$ cat src/rtl/pps_phase_meas_n.sv
// pps_phase_meas_n: N-channel PPS phase meter.
// Every channel's rising edge is timestamped against one free-running counter.
// Each channel's signed offset from the reference channel is then reported
// through a valid/ready handshake.
// Optional feature macro: PPS_PHASE_PERIOD_EN adds o_ref_period, which is the
// reference-to-reference interval between consecutive armed windows.
`timescale 1ns/1ps

module pps_phase_meas_n #(
    parameter int          NCH         = 4,
    parameter int          CNT_W       = 29,
    parameter int          REF_CH      = 0,
    parameter int          SYNC_STAGES = 2,
    parameter int unsigned WIN_CYC     = 40000000
) (
    input  logic                 i_clk,
    input  logic                 i_res_n,
    input  logic [NCH-1:0]       i_pps,
    input  logic                 i_ready,
    output logic                 o_valid,
    output logic [NCH*CNT_W-1:0] o_ph,
    output logic [NCH-1:0]       o_seen,
    output logic                 o_overrun
`ifdef PPS_PHASE_PERIOD_EN
    ,
    output logic [CNT_W-1:0]     o_ref_period
`endif
);

    typedef enum logic [1:0] {
        IDLE    = 2'd0,
        COLLECT = 2'd1,
        REPORT  = 2'd2
    } state_t;

    localparam logic [31:0]    WIN_LAST = 32'(WIN_CYC - 32'd1);
    localparam logic [NCH-1:0] REF_MASK = NCH'(1) << REF_CH;

    // Offset of one timestamp from another, wrapping modulo 2^CNT_W.
    function automatic logic signed [CNT_W-1:0] phase_diff(
        input logic [CNT_W-1:0] ts_ch,
        input logic [CNT_W-1:0] ts_base
    );
        return signed'(ts_ch - ts_base);
    endfunction

    logic [CNT_W-1:0] cnt;
    logic [NCH-1:0]   pps_sync [SYNC_STAGES];
    logic [NCH-1:0]   pps_hist_p0;
    logic [NCH-1:0]   trig_p1;
    logic [CNT_W-1:0] cap      [NCH];
    logic [CNT_W-1:0] cap_nx   [NCH];
    logic [NCH-1:0]   seen;
    logic [NCH-1:0]   seen_nx;
    logic [31:0]      win;
    state_t           state;
    state_t           state_nx;
    logic             report_go;
    logic             drop;

    // Free-running timestamp counter; wraps naturally at 2^CNT_W.
    always_ff @(posedge i_clk or negedge i_res_n) begin
        if (!i_res_n) begin
            cnt <= '0;
        end else begin
            cnt <= cnt + 1'b1;
        end
    end

    // Stage p0/p1: synchroniser chain, history flop and registered rising-edge detect.
    // The latency is identical on every channel, so it cancels in the offsets.
    always_ff @(posedge i_clk or negedge i_res_n) begin
        if (!i_res_n) begin
            for (int k = 0; k < SYNC_STAGES; k++) begin
                pps_sync[k] <= '0;
            end
            pps_hist_p0 <= '0;
            trig_p1     <= '0;
        end else begin
            pps_sync[0] <= i_pps;
            for (int k = 1; k < SYNC_STAGES; k++) begin
                pps_sync[k] <= pps_sync[k-1];
            end
            pps_hist_p0 <= pps_sync[SYNC_STAGES-1];
            trig_p1     <= pps_sync[SYNC_STAGES-1] & ~pps_hist_p0;
        end
    end

    // Same-cycle view of capture state: a trig this cycle already counts as seen/captured.
    always_comb begin
        seen_nx = seen | trig_p1;
        for (int i = 0; i < NCH; i++) begin
            cap_nx[i] = trig_p1[i] ? cnt : cap[i];
        end
    end

    // Stage p2: timestamp capture. It runs in every state, and a later edge overwrites the earlier one.
    always_ff @(posedge i_clk or negedge i_res_n) begin
        if (!i_res_n) begin
            for (int i = 0; i < NCH; i++) begin
                cap[i] <= '0;
            end
        end else begin
            for (int i = 0; i < NCH; i++) begin
                cap[i] <= cap_nx[i];
            end
        end
    end

    // Seen flags accumulate until a report. An edge landing in the report cycle carries over.
    always_ff @(posedge i_clk or negedge i_res_n) begin
        if (!i_res_n) begin
            seen <= '0;
        end else if (report_go) begin
            seen <= trig_p1;
        end else begin
            seen <= seen_nx;
        end
    end

    // Collection window counter; it runs only while collecting.
    always_ff @(posedge i_clk or negedge i_res_n) begin
        if (!i_res_n) begin
            win <= '0;
        end else if (state == COLLECT) begin
            win <= win + 32'd1;
        end else begin
            win <= '0;
        end
    end

    // State register.
    always_ff @(posedge i_clk or negedge i_res_n) begin
        if (!i_res_n) begin
            state <= IDLE;
        end else begin
            state <= state_nx;
        end
    end

    // Next-state logic. Reference edges that cannot arm a window are dropped and flagged.
    always_comb begin
        state_nx  = state;
        report_go = 1'b0;
        drop      = 1'b0;
        case (state)
            IDLE: begin
                if (trig_p1[REF_CH]) begin
                    state_nx = COLLECT;
                end
            end
            COLLECT: begin
                drop = trig_p1[REF_CH];
                if ((win == WIN_LAST) || (&seen_nx)) begin
                    state_nx  = REPORT;
                    report_go = 1'b1;
                end
            end
            REPORT: begin
                drop = trig_p1[REF_CH];
                if (i_ready) begin
                    state_nx = IDLE;
                end
            end
            default: begin
                state_nx = IDLE;
            end
        endcase
    end

    assign o_valid = (state == REPORT);

    // Result registers, loaded once per window and held stable through the handshake.
    always_ff @(posedge i_clk or negedge i_res_n) begin
        if (!i_res_n) begin
            o_ph   <= '0;
            o_seen <= '0;
        end else if (report_go) begin
            for (int i = 0; i < NCH; i++) begin
                if ((i == REF_CH) || !seen_nx[i]) begin
                    o_ph[i*CNT_W +: CNT_W] <= '0;
                end else begin
                    o_ph[i*CNT_W +: CNT_W] <= phase_diff(cap_nx[i], cap_nx[REF_CH]);
                end
            end
            o_seen <= seen_nx | REF_MASK;
        end
    end

    // One-cycle overrun flag for each dropped reference edge.
    always_ff @(posedge i_clk or negedge i_res_n) begin
        if (!i_res_n) begin
            o_overrun <= 1'b0;
        end else begin
            o_overrun <= drop;
        end
    end

`ifdef PPS_PHASE_PERIOD_EN
    logic             arm;
    logic [CNT_W-1:0] prev_ref;
    logic             prev_ok;
    logic             armed_once;

    assign arm = (state == IDLE) && trig_p1[REF_CH];

    // At arming, cap of the reference still holds the previous reference edge; keep it as the period base.
    always_ff @(posedge i_clk or negedge i_res_n) begin
        if (!i_res_n) begin
            prev_ref   <= '0;
            prev_ok    <= 1'b0;
            armed_once <= 1'b0;
        end else if (arm) begin
            prev_ref   <= cap[REF_CH];
            prev_ok    <= armed_once;
            armed_once <= 1'b1;
        end
    end

    // Reference period, reported alongside the offsets; zero until two windows have been armed.
    always_ff @(posedge i_clk or negedge i_res_n) begin
        if (!i_res_n) begin
            o_ref_period <= '0;
        end else if (report_go) begin
            o_ref_period <= prev_ok ? phase_diff(cap_nx[REF_CH], prev_ref) : '0;
        end
    end
`endif

endmodule
$ cat config.mk
export PLATFORM = sky130hd
export DESIGN_NAME = pps_phase_meas_n
export DESIGN_NICKNAME = d
export VERILOG_FILES = /design/src/rtl/pps_phase_meas_n.sv
export SDC_FILE = /design/constraint.sdc
export NUM_CORES = 1
export LEC_CHECK = 0
export ABC_CLOCK_PERIOD_IN_PS = 5100
export BUFFER_PORTS_ARGS = -buffer_cell sky130_fd_sc_hd__buf_4
export CAP_MARGIN = 10
export CORE_MARGIN = 2
export CORE_UTILIZATION = 60
export DETAILED_ROUTE_END_ITERATION = 16
export PLACE_DENSITY = 0.8
export REMOVE_ABC_BUFFERS = 1
export SLEW_MARGIN = 20
export SYNTH_ARGS = -nofsm -noshare
export SYNTH_HDL_FRONTEND = slang
export SYNTH_SLANG_ARGS = --single-unit
$ cat constraint.sdc
create_clock -name i_clk -period 5.1 [get_ports i_clk]
set_clock_uncertainty 0.1 [all_clocks]
set_input_delay 0.51 -clock i_clk [delete_from_list [all_inputs] [get_ports i_clk]]
set_output_delay 0.51 -clock i_clk [all_outputs]
set_load 0.01 [all_outputs]
==> results.yml <==
route:
  vias: 11200
  drc_errors: 0
  post_drt_wl_per_cell_um: 18.6
  drtAntennaViolNets: 0
  drtIter0Drc: 884
  wirelength_um: 35100
  viasPerCell: 5.90
  drtPass1Iterations: 5
sta:
  setup_tns_ns: 0
  slew-limit-headroom_pct: 29.3
  rsz0062_at_grt: "false"
  finalHoldViolCount: 21
  fin_crit_sh_pct: 77.3
  worst_slew_pin_slew_ns: 1.06
  period_minus_slack_ns: 3.94
  maxSlewViolCount: 0
  final-setup-viol-count: 0
  fmax_mhz: 254
  whs_ns: -0.0257
global_routing:
  antenna_found_initial: 0
  gr-total-overflow: 0
  grt_pass1_wl_um: 57200
  grt_max_degree: 122
  grt_pass1_vias: 10900
  grt_usage_pct: 25.3
clock_tree:
  cts_sinks: 291
  cts_buffers: 34
  htree_num_levels: 2
  clk-insertion-delay-late_ns: 0.52
  cts.repair.resized: 0
  cts_root_buffer: "clkbuf_16"
  cts.reportedPaths.clkPinSlew_ns: 0.06
  cts_tree: "built"
  cts_buffer_depth: 3
power_and_ir_drop:
  p_total_w: 0.00743
  power.density_mw_per_mm2: 418
  ir_drop_uv: 398
  power.leakage_nw: 9.13
place:
  gp_congestion: 0.919
  post-dp-hpwl_um: 24600
  port_buffers: 99
setup_path:
  critPathBufInv: 1
  cp_cell_sequence: "buf_4, mux2i_1, ha_1, a21o_1, a21oi_1, o21ai_1, nand2_1, o21bai_1, a2111oi_0, o31ai_1, xnor2_1, o31ai_1"
  critPathKind: "reg2reg"
  cp.arrival_ns: 4.27
  crit_top_cell: "o31ai_1"
  critPathLaunchType: "register"
  cp.required_ns: 5.42
  cp_max_fo: 32
  worst_path_largest_cell_delay_ns: 0.57
  worst_setup_path_end_kind: "register"
  crit_family: "compound AO/OA/AOI/OAI gates"
  cp_slowest_cell: "a2111oi_0"
run:
  cap_violations: 0
cells_and_area:
  multi_input_area_mm2: 0.00783
  drive_above_1_share_pct: 18.0
  final_common_cell: "dfrtp_1"
  mostFrequentLayoutCells: "dfrtp_1, buf_4, nand2_1"
  ff_latch_area_mm2: 0.00728
  fill_cells: 1898
  syn_to_final_growth_pct: 12.7
  final_nets: 1633
  diodes: 0
logic_synthesis:
  async_flop_share_pct: 100
  synth_cell_types: 73
  ys_ff_latch: 291
  synth_edf_count: 0
  postSynthCellCount: 1453
  syn_area_mm2: 0.0158
  synth_top_cell_by_area: "dfrtp_1"
  synthTopCellsByArea: "dfrtp_1, ha_1, mux2_2"
  synth.avg_cell_area_um2: 10.9
  synthFlopType: "dfrtp_1"
  synth_warnings: 0
  synth.top_cell.area_share_pct: 46.2
  seq_area_frac_synth_pct: 46.2
floorplanning:
  ios: 129
  row_count: 59
  core_mm2: 0.0259
  initial_core_util_pct: 60.8
  die_h_um: 166
  die-area_mm2: 0.0276
  die_w_um: 166
outcome:
  outcome: "complete, but fails checks"
  violations: "hold timing"
hold_path:
  hold_path_class: "in2async"
## worst reg2reg max path: stages (launching register included)
cell and delay, ns:
dfrtp_1 0.39, buf_4 0.50, mux2i_1 0.54, ha_1 0.36, a21o_1 0.19, a21oi_1 0.29, o21ai_1 0.15, nand2_1 0.13
o21bai_1 0.12, a2111oi_0 0.57, o31ai_1 0.17, xnor2_1 0.16, o31ai_1 0.20
## registers in the layout, summed over array words and instances (netlist names), 4 cells and up
register,cells
cap,116
o_ph,87
win,32
cnt,29
pps_sync,8
o_seen,4
pps_hist_p0,4
seen,4
trig_p1,4
## final timing paths
check	startpoint	to	slack [ns]	cells past startpoint
setup / recovery	trig_p1[0]	o_ph[76]	1.16	12
hold / removal	i_res_n	win[16]	-0.03	1
setup reg to reg	trig_p1[0]	o_ph[76]	1.16	12
hold reg to reg	pps_sync[4]	pps_sync[0]	0.25	0
max in group asynchronous	i_res_n	o_seen[1]	3.70	2
min in group i_clk	i_pps[1]	pps_sync[5]	0.02	1
## through the flow
step	utilization [%]	cells	setup slack, ns	cell area [um2]
5_1_grt	68.6	1890	0.817	17800
4_1_cts	68.5	1889	1.16	17800
3_5_place_dp	64.2	1832	1.21	16600
2_1_floorplan	-	1383	-0.643	15300
3_3_place_gp	64.2	1832	1.34	16600
6_report	68.6	1890	1.16	17800
## synth_stat cells (5+ instances only)
master / n
and2_1: 33
dfrtp_1: 291
o211ai_1: 5
nor4_1: 7
nand3_1: 37
buf_1: 8
xor2_1: 43
nand4_1: 25
o21a_1: 8
buf_2: 21
ha_1: 89
clkbuf_1: 31
xnor2_1: 83
or3_1: 8
buf_4: 29
o21bai_1: 12
a21o_1: 59
nor2_1: 44
mux2_2: 87
nand2_1: 102
o31ai_1: 25
nor3_1: 13
a31oi_1: 9
o21ai_1: 13
mux2i_1: 32
o21ai_0: 46
and4_1: 9
nand2b_1: 8
a22o_1: 52
a21boi_0: 6
inv_1: 56
nor2b_1: 14
and3_1: 19
a21oi_1: 56
## layer usage
| metal | vias up | wire, um | track usage, % |
|---|---|---|---|
| li1 | 5297 | - | - |
| met1 | 5476 | 17200 | 38.4 |
| met2 | 338 | 15300 | 37.9 |
| met3 | 46 | 2020 | 4.50 |
| met4 | 0 | 626 | 6.05 |
| met5 | - | 0 | 0 |
## what timing repair did
action / 4_1_cts / 5_1_grt
hold buffers: 0 / 1
setup buffers: 0 / 0
endpoints found under the hold margin: 0 / 1
## power breakdown
group	switching, W	internal [W]
combinational	0.00105	0.00101
clock	0.000937	0.00151
sequential	0.000231	0.00270
total	0.00222	0.00522
## layout make-up
type                            instances  share of cell area (%)
Clock inverter                         14                    1.01
Inverter                               56                    1.18
Clock buffer                           43                    5.32
Tap cell                              335                    2.36
Multi-Input combinational cell       1036                    44.1
Timing Repair Buffer                  115                    5.06
Sequential cell                       291                    41.0
## logic make-up (layout without fill, tap and decap cells)
kind of cell / after synthesis / in the layout / synth area share [%]
other cells: 1 / 29 / 0.0238
compound gates: 340 / 340 / 15.6
mux: 119 / 119 / 8.25
flops: 291 / 291 / 46.2
simple gates: 330 / 330 / 10.6
xor+xnor: 126 / 126 / 7.00
buf+inv: 154 / 228 / 4.84
fa+ha+maj: 92 / 92 / 7.44
Note: power is estimated with default switching activity, not from simulation.
